### src/rtl/l1_trig_conditioner.sv
// ============================================================================
// Module   : l1_trig_conditioner
// Purpose  : Per-channel L1 trigger gating, pulse shaping with holdoff and
//            saturating strobe-latched scalers.
// Revision : 1.0 - initial release
// ============================================================================
`default_nettype none

module l1_trig_conditioner #(
   parameter int NCH = 20,
   parameter int SCW = 16,
   parameter int WW  = 4,
   parameter int HW  = 8
) (
   input  logic               clk_i,
   input  logic               rst_i,
   input  logic [NCH-1:0]     trig_i,
   input  logic [NCH-1:0]     pwr_i,
   input  logic [NCH-1:0]     mask_i,
   input  logic [WW-1:0]      width_i,
   input  logic [HW-1:0]      holdoff_i,
   input  logic               sce_i,
   output logic [NCH-1:0]     trig_o,
   output logic [NCH*SCW-1:0] scaler_o,
   output logic [NCH-1:0]     overflow_o,
   output logic               scaler_valid_o
);

   localparam int CW = (WW > HW) ? WW : HW;

   typedef enum logic [1:0] {
      S_IDLE = 2'd0,
      S_FIRE = 2'd1,
      S_HOLD = 2'd2
   } state_t;

   logic [NCH-1:0] r_trig_q;
   logic [NCH-1:0] w_qual;
   logic [CW-1:0]  w_width_load;

   // Presetting to ones keeps a level already high at reset release from firing.
   always_ff @(posedge clk_i) begin
      if (rst_i) r_trig_q <= '1;
      else       r_trig_q <= trig_i;
   end

   assign w_qual       = trig_i & ~r_trig_q & pwr_i & ~mask_i;
   assign w_width_load = (width_i == '0) ? '0 : (CW'(width_i) - CW'(1));

   always_ff @(posedge clk_i) begin
      if (rst_i) scaler_valid_o <= 1'b0;
      else       scaler_valid_o <= sce_i;
   end

   for (genvar c = 0; c < NCH; c++) begin : g_ch
      state_t         r_state, w_state_nxt;
      logic [CW-1:0]  r_cnt, w_cnt_nxt;
      logic [HW-1:0]  r_hold, w_hold_nxt;
      logic           r_fire;
      logic           w_live, w_free, w_accept;
      logic [SCW-1:0] r_run, r_lat;
      logic           r_sat, r_ovf;

      assign w_live = pwr_i[c] & ~mask_i[c];

      // The terminal edge of FIRE (no holdoff) or HOLD may accept a new rise.
      always_comb begin
         w_state_nxt = r_state;
         w_cnt_nxt   = r_cnt;
         w_hold_nxt  = r_hold;
         w_free      = 1'b0;
         w_accept    = 1'b0;
         case (r_state)
            S_IDLE: w_free = 1'b1;
            S_FIRE: begin
               if (!w_live) begin
                  w_state_nxt = S_IDLE;
               end else if (r_cnt == '0) begin
                  if (r_hold == '0) begin
                     w_state_nxt = S_IDLE;
                     w_free      = 1'b1;
                  end else begin
                     w_state_nxt = S_HOLD;
                     w_cnt_nxt   = CW'(r_hold) - CW'(1);
                  end
               end else begin
                  w_cnt_nxt = r_cnt - CW'(1);
               end
            end
            S_HOLD: begin
               if (!w_live) begin
                  w_state_nxt = S_IDLE;
               end else if (r_cnt == '0) begin
                  w_state_nxt = S_IDLE;
                  w_free      = 1'b1;
               end else begin
                  w_cnt_nxt = r_cnt - CW'(1);
               end
            end
            default: w_state_nxt = S_IDLE;
         endcase
         if (w_free && w_qual[c]) begin
            w_accept    = 1'b1;
            w_state_nxt = S_FIRE;
            w_cnt_nxt   = w_width_load;
            w_hold_nxt  = holdoff_i;
         end
      end

      always_ff @(posedge clk_i) begin
         if (rst_i) begin
            r_state <= S_IDLE;
            r_cnt   <= '0;
            r_hold  <= '0;
            r_fire  <= 1'b0;
         end else begin
            r_state <= w_state_nxt;
            r_cnt   <= w_cnt_nxt;
            r_hold  <= w_hold_nxt;
            r_fire  <= (w_state_nxt == S_FIRE);
         end
      end

      // A trigger accepted on the strobe edge opens the new period with a count of 1.
      always_ff @(posedge clk_i) begin
         if (rst_i) begin
            r_run <= '0;
            r_sat <= 1'b0;
            r_lat <= '0;
            r_ovf <= 1'b0;
         end else if (sce_i) begin
            r_lat <= r_run;
            r_ovf <= r_sat;
            r_run <= w_accept ? SCW'(1) : '0;
            r_sat <= 1'b0;
         end else if (w_accept) begin
            if (r_run == '1) r_sat <= 1'b1;
            else             r_run <= r_run + SCW'(1);
         end
      end

      assign trig_o[c]              = r_fire;
      assign scaler_o[c*SCW +: SCW] = r_lat;
      assign overflow_o[c]          = r_ovf;
   end

endmodule

`default_nettype wire

### config.mk
export PLATFORM = sky130hd
export DESIGN_NAME = l1_trig_conditioner
export DESIGN_NICKNAME = d
export VERILOG_FILES = /design/src/rtl/l1_trig_conditioner.sv
export SDC_FILE = /design/constraint.sdc
export NUM_CORES = 2
export LEC_CHECK = 0
export CAP_MARGIN = 20
export CORE_MARGIN = 2
export CORE_UTILIZATION = 55
export CTS_BUF_LIST = sky130_fd_sc_hd__clkbuf_4
export DETAILED_ROUTE_END_ITERATION = 16
export HOLD_SLACK_MARGIN = 0.05
export PLACE_DENSITY = 0.82
export SLEW_MARGIN = 20
export SYNTH_ARGS = -nofsm -noshare
export SYNTH_HDL_FRONTEND = slang
export SYNTH_SLANG_ARGS = --single-unit
### constraint.sdc
create_clock -name clk_i -period 2.6 [get_ports clk_i]
set_input_delay 0.39 -clock clk_i [delete_from_list [all_inputs] [get_ports clk_i]]
set_output_delay 0.39 -clock clk_i [all_outputs]
set_load 0.005 [all_outputs]
==> metrics.txt <==
Detailed Route Iter0 Violations 3,721; Clock Latency Late Sink 1.24 ns; reg2reg start g_ch[17].r_hold[2]; Core Rows 112; Slew Limit Fails 0; layout cell share with drive strength beyond 1 0.129; Pre-antenna DRT Iters 9; count of state elements after synthesis 1,081; DRC violations left 0; period utilization 0.972; CTS H-tree depth 5; final hold vios 0; crit path capture type flip-flop; remaining global-route overflow 0; DIE HEIGHT 312 um; GR met1 Demand/Resource 0.361; grt met3 use 0.0539; status finished clean; Hold Startpoint holdoff_i[5]; pre-CTS setup slack -0.265 ns; post-DR wirelength/cell 17.3 um; Synth warnings 0; Max Buffers Root-to-Sink 4; first-pass GRT wire length 232,000 um; GRT Overall Usage 0.285; Final Skew 0.0979 ns; Slew headroom 0.292; TritonCTS buffer count 302; initial core utilization 0.557; Pwr per Cell Area 546 mW/mm^2; Data arrival, critical path 3.60 ns; cells along the critical path or4_4 -> o41a_1 -> o31a_4 -> nor4_1 -> xnor2_1 -> nor2_1; fmax 0.396 GHz; net switching power 0.00898 W; Die W 312 um; sequential power share 0.488; crit path launch g_ch[17].r_hold[2]; CP max FO 17; most instantiated library cell after synthesis dfxtp_1; share of the synthesized area in the top cell type 0.415; root buf cell clkbuf_4; largest cells by area after synthesis dfxtp_1, mux2i_1, nor2_1, nand2_1, xnor2_1; vias in the first global route 46.0k; count of cell types in the netlist 94; clock sinks 1,081; CTS tree done; DRT Wirelength 144,000 um; max-cap violation count 0; initial antenna violation count 3; CP Class reg2reg; Min Hold Slack 0.154 ns; Finished Core Util 0.675; Switching Share 0.260; mapped cell area 0.0521 mm^2; sequential-to-total area share from yosys stat 0.415; die footprint 0.0973 mm^2; type of origin of the critical path flip-flop; Worst Tran Pin Value 1.06 ns; IO Count 436; met2 Use GR 0.474; Main synth FF type dfxtp_1; hpwl dp 97,500 um; GR peak layer met2; Avg Inst Size Synth 8.45 um^2; port bufs 435; Leak 24.6 nW; slowest stage delay, CP 0.55 ns; antenna-violating nets left 0; gp weighted congestion 0.894; Combinational Power Share 0.092; Vias/cell 5.74; Synth Instances 6,168; setup violators final 0; Worst EP required 3.67 ns; RSZ-0062 raised after global routing yes; number of flops mapped to enable cells by yosys 0; clock slew at reported path FFs 0.07 ns; Clk pwr share 0.420; min Tclk post-route 2.53 ns; vias 47.8k; Worst IR Drop VDD 435 uV; largest net degree at the start of global routing 175; ys async rst share 0; syn_nets 6,383; area leader, netlist dfxtp_1; final worst setup slack 0.0740 ns; total chip power 0.0345 W; fin nets 7,093; Internal 0.0255 W; Hold/Removal Path Class in2reg; total core area 0.0936 mm^2; critical-path cell with the highest stage delay or4_4; commonest cells in the synthesized netlist dfxtp_1, nor2_1, nand2_1; Area Overhead vs Synth 21.3%
layer usage:
| metal | vias to the layer above | routed length, um |
|---|---|---|
| met2 | 1562 | 67900 |
| met4 | 0 | 5000 |
| met3 | 322 | 8740 |
| met5 | - | 0 |
| li1 | 23207 | - |
| met1 | 22665 | 62200 |
cell type report:
cell class / count / area [um^2]
flip-flops and latches: 1081 / 21700
multi-input cells: 4549 / 28700
diodes: 10 / 25.0
repair buffers: 770 / 7190
inverters: 174 / 653
clock inverters: 71 / 363
clock buffers: 411 / 3090
well taps: 1254 / 1570
fillers: 7382 / 30400
critical path: cells and delay by family (launching register included):
family | cells | cell delay (ns)
AND/OR/NAND/NOR | 3 | 1.02
AO/OA/AOI/OAI | 2 | 0.88
flip-flops | 1 | 0.35
XOR/XNOR | 1 | 0.17
through the flow:
| stage | instances | TNS, ns | instance area (um^2) |
|---|---|---|---|
| finish | 8320 | 0 | 63200 |
| global route | 8319 | -0.308 | 63200 |
| CTS | 8307 | 0 | 63000 |
| detailed placement | 7788 | -4.77 | 59200 |
| global placement | 7788 | -3.48 | 59200 |
| floorplan | 6168 | 0 | 52100 |
cell families (layout without fill, tap and decap cells):
group	after synthesis	after routing	share of synthesized area
AOI/OAI and AO/OA	948	948	0.120
buffers and inverters	538	1426	0.0422
DFF	1081	1081	0.415
xor gates and xnor gates	414	414	0.0695
muxes	410	410	0.0788
other	0	10	0
and+or+nand+nor	2637	2637	0.241
adders and majority gates	140	140	0.0336
power groups by stage:
stage | registers (W) | logic (W) | clock network [W]
after floorplan | 0.0172 | 0.00198 | 0
after global placement | 0.0172 | 0.00296 | 0
after detailed placement | 0.0172 | 0.00302 | 0
after CTS | 0.0168 | 0.00308 | 0.0148
after global routing | 0.0169 | 0.00342 | 0.0157
final | 0.0169 | 0.00316 | 0.0145
path summary, 6_finish.rpt:
kind                   endpoint  slack [ns]  cells after the start
max          g_ch[17].r_run[12]        0.07                      6
max reg2reg  g_ch[17].r_run[12]        0.07                      6
min reg2reg   g_ch[1].r_hold[0]        0.47                      2
min          g_ch[19].r_hold[5]        0.15                      4
cells in the final DEF (no fill, tap or decap), drive strengths merged, types with 48 or more instances in the layout:
| master | count |
|---|---|
| a21oi | 342 |
| o21ai | 136 |
| nor3 | 192 |
| a211oi | 93 |
| nor2 | 967 |
| buf | 308 |
| inv | 180 |
| nand2 | 590 |
| and3 | 75 |
| a31oi | 48 |
| xnor2 | 211 |
| clkinv | 61 |
| mux2i | 406 |
| xor2 | 203 |
| clkbuf | 411 |
| nand3 | 214 |
| clkdlybuf4s50 | 394 |
| nor4 | 102 |
| dfxtp | 1081 |
| ha | 140 |
| nand4 | 122 |
registers in the layout (all words and copies together) (netlist names):
name            cells
scaler_valid_o      1
r_trig_q           20
g_ch.r_run        320
g_ch.r_lat        320
g_ch.r_fire        20
g_ch.r_hold       160
g_ch.r_sat         20
g_ch.r_cnt        160
g_ch.r_ovf         20
g_ch.r_state       40
what timing repair did:
| action | 4_1_cts | 5_1_grt |
|---|---|---|
| pin swaps | 0 | 7 |
| gates resized for setup | 49 | 47 |
| cloned | 0 | 0 |
| buffers inserted | 0 | 3 |
| setup endpoints to repair | 49 | 85 |
| hold buffers | 37 | 0 |
| hold endpoints to repair | 667 | 0 |
No activity file was read; power rests on OpenSTA's default activity.
==> patch (config.mk and constraints unchanged) <==
Make the reset (`rst_i`) asynchronous in 4 clocked blocks.
--- a/src/rtl/l1_trig_conditioner.sv
+++ b/src/rtl/l1_trig_conditioner.sv
@@ -39,7 +39,7 @@
    logic [CW-1:0]  w_width_load;
 
    // Presetting to ones keeps a level already high at reset release from firing.
-   always_ff @(posedge clk_i) begin
+   always_ff @(posedge clk_i or posedge rst_i) begin
       if (rst_i) r_trig_q <= '1;
       else       r_trig_q <= trig_i;
    end
@@ -47,7 +47,7 @@
    assign w_qual       = trig_i & ~r_trig_q & pwr_i & ~mask_i;
    assign w_width_load = (width_i == '0) ? '0 : (CW'(width_i) - CW'(1));
 
-   always_ff @(posedge clk_i) begin
+   always_ff @(posedge clk_i or posedge rst_i) begin
       if (rst_i) scaler_valid_o <= 1'b0;
       else       scaler_valid_o <= sce_i;
    end
@@ -107,7 +107,7 @@
          end
       end
 
-      always_ff @(posedge clk_i) begin
+      always_ff @(posedge clk_i or posedge rst_i) begin
          if (rst_i) begin
             r_state <= S_IDLE;
             r_cnt   <= '0;
@@ -122,7 +122,7 @@
       end
 
       // A trigger accepted on the strobe edge opens the new period with a count of 1.
-      always_ff @(posedge clk_i) begin
+      always_ff @(posedge clk_i or posedge rst_i) begin
          if (rst_i) begin
             r_run <= '0;
             r_sat <= 1'b0;
Function: not settled (the Yosys comparison gave no result); the edit may change what the design does.
==> patch against the original RTL <==
The run now ends with negative setup slack left; setup slack got worse by 0.11 ns; wire length rose by 10%; global-route usage rose by 1.5 points; critical path depth rose by 3; utilization rose by 1.2 points; maximum frequency fell by 4.3%; cell area rose by 8.4%; sequential cell count did not move; worst hold slack improved by 0.032 ns; synthesized area rose by 5.6%; die area rose by 5.5%; critical endpoint is now g_ch[1].r_run[7].
Power is not compared: it rests on default switching activity, and its combinational part moved more than twofold at a synthesized area within 25%.
==> patch: results (changes against the original RTL) <==
stage,metric,value,unit,change
placed_design,Post-DP HPWL,106000,um,+9.0%
setup_path,Worst EP arrival,3.65,ns,+0.05 ns
detailed_routing,WL met3,12200,um,+39%
detailed_routing,Metal-1 WL,65500,um,+5.3%
global_routing,pin count of the biggest net entering global routing,170,,-2.9%
run_status,status,finished with violations,,
global_routing,overall routing resource usage,30.1,%,+1.5 points
placed_design,gpl congestion,0.925,,+3.5%
final_layout,multi-input logic area,27000,um^2,-5.9%
detailed_routing,WL per Instance,19.8,um,+15%
synth,Compound-Gate Fraction of Synth Area,9.71,%,-2.3 points
setup_path,crit path launch,g_ch[1].r_cnt[1],,
final_layout,clock network share of area,5.58,%,+0.13 points
synth,sequential area share after synthesis,49.2,%,+7.7 points
run_status,failing checks,negative setup slack,,
final_layout,number of diodes,5,,-5
sta,worst setup margin,-0.0387,ns,-0.113 ns
final_layout,share of layout cells above drive strength 1,21.3,%,+8.3 points
clock_tree,CTS Buf Count,311,,+3.0%
sta,Setup-failing EPs final,1,,+1
detailed_routing,DRT iter0 DRCs,3914,,+5.2%
setup_path,Worst Setup EP,g_ch[1].r_run[7],,
setup_path,CP max FO,8,,-9
placed_design,area post-placement,63200,um^2,+6.8%
global_routing,met2 Resource Use GR,48.0,%,+0.65 points
floorplan,tap cell count,1298,,+3.5%
placed_design,pre-CTS worst setup slack,-0.237,ns,+0.0279 ns
final_layout,fraction of area in registers,39.5,%,+5.3 points
sta,Worst Skew,0.115,ns,+0.0167 ns
synth,XOR/XNOR share of the synthesized area,6.16,%,-0.80 points
[patch: cell types whose count changed in the layout (fill, tap and decap cells not counted), moves of 94 or more]
cell | unedited run | this run
mux2_2 | 4 | 352
nand2_1 | 589 | 690
dfxtp_1 | 1064 | 0
mux2i_1 | 406 | 31
dfrtp_1 | 0 | 1058
nor2_1 | 965 | 533
a21oi_1 | 336 | 192
o21ai_0 | 129 | 223
[patch: worst min-delay path by stage]
stage	to	depth (start not counted)	slack [ns]
after floorplan	r_trig_q[0]	0	0.39
after global placement	g_ch[2].r_sat	1	0.47
after detailed placement	g_ch[3].r_cnt[1]	2	0.49
after CTS	g_ch[7].r_state[1]	7	0.05
after global routing	g_ch[16].r_sat	3	0.11
final	g_ch[15].r_cnt[3]	4	0.19
[patch: what timing repair did]
action / 4_1_cts / 5_1_grt
buffers inserted: 4 / 25
setup endpoints to repair: 111 / 193
hold buffers: 49 / 0
gates cloned: 1 / 5
hold endpoints to repair: 966 / 0
pin swaps: 4 / 42
gates resized for setup: 96 / 123
[patch: per-stage QoR]
step | TNS, ns | instances | hold slack [ns] | utilization, % | total power (W)
3_5_place_dp | -8.91 | 7393 | 0.489 | 63.4 | 0.0385
4_1_cts | -0.0516 | 7971 | 0.0549 | 67.8 | 0.0546
3_3_place_gp | -5.91 | 7393 | 0.466 | 63.4 | 0.0378
2_1_floorplan | - | 5578 | 0.394 | - | 0.0330
5_1_grt | -0.887 | 8006 | 0.112 | 68.7 | 0.0587
6_report | -0.0387 | 8006 | 0.186 | 68.7 | 0.0550
[patch: critical path: stages, from the launching register on]
cell,delay [ns]
dfrtp_1,0.37
inv_1,0.06
ha_2,0.17
or4b_4,0.46
or4_4,0.47
o31a_4,0.39
buf_6,0.16
nor4_4,0.17
xnor2_1,0.17
nor2_1,0.08
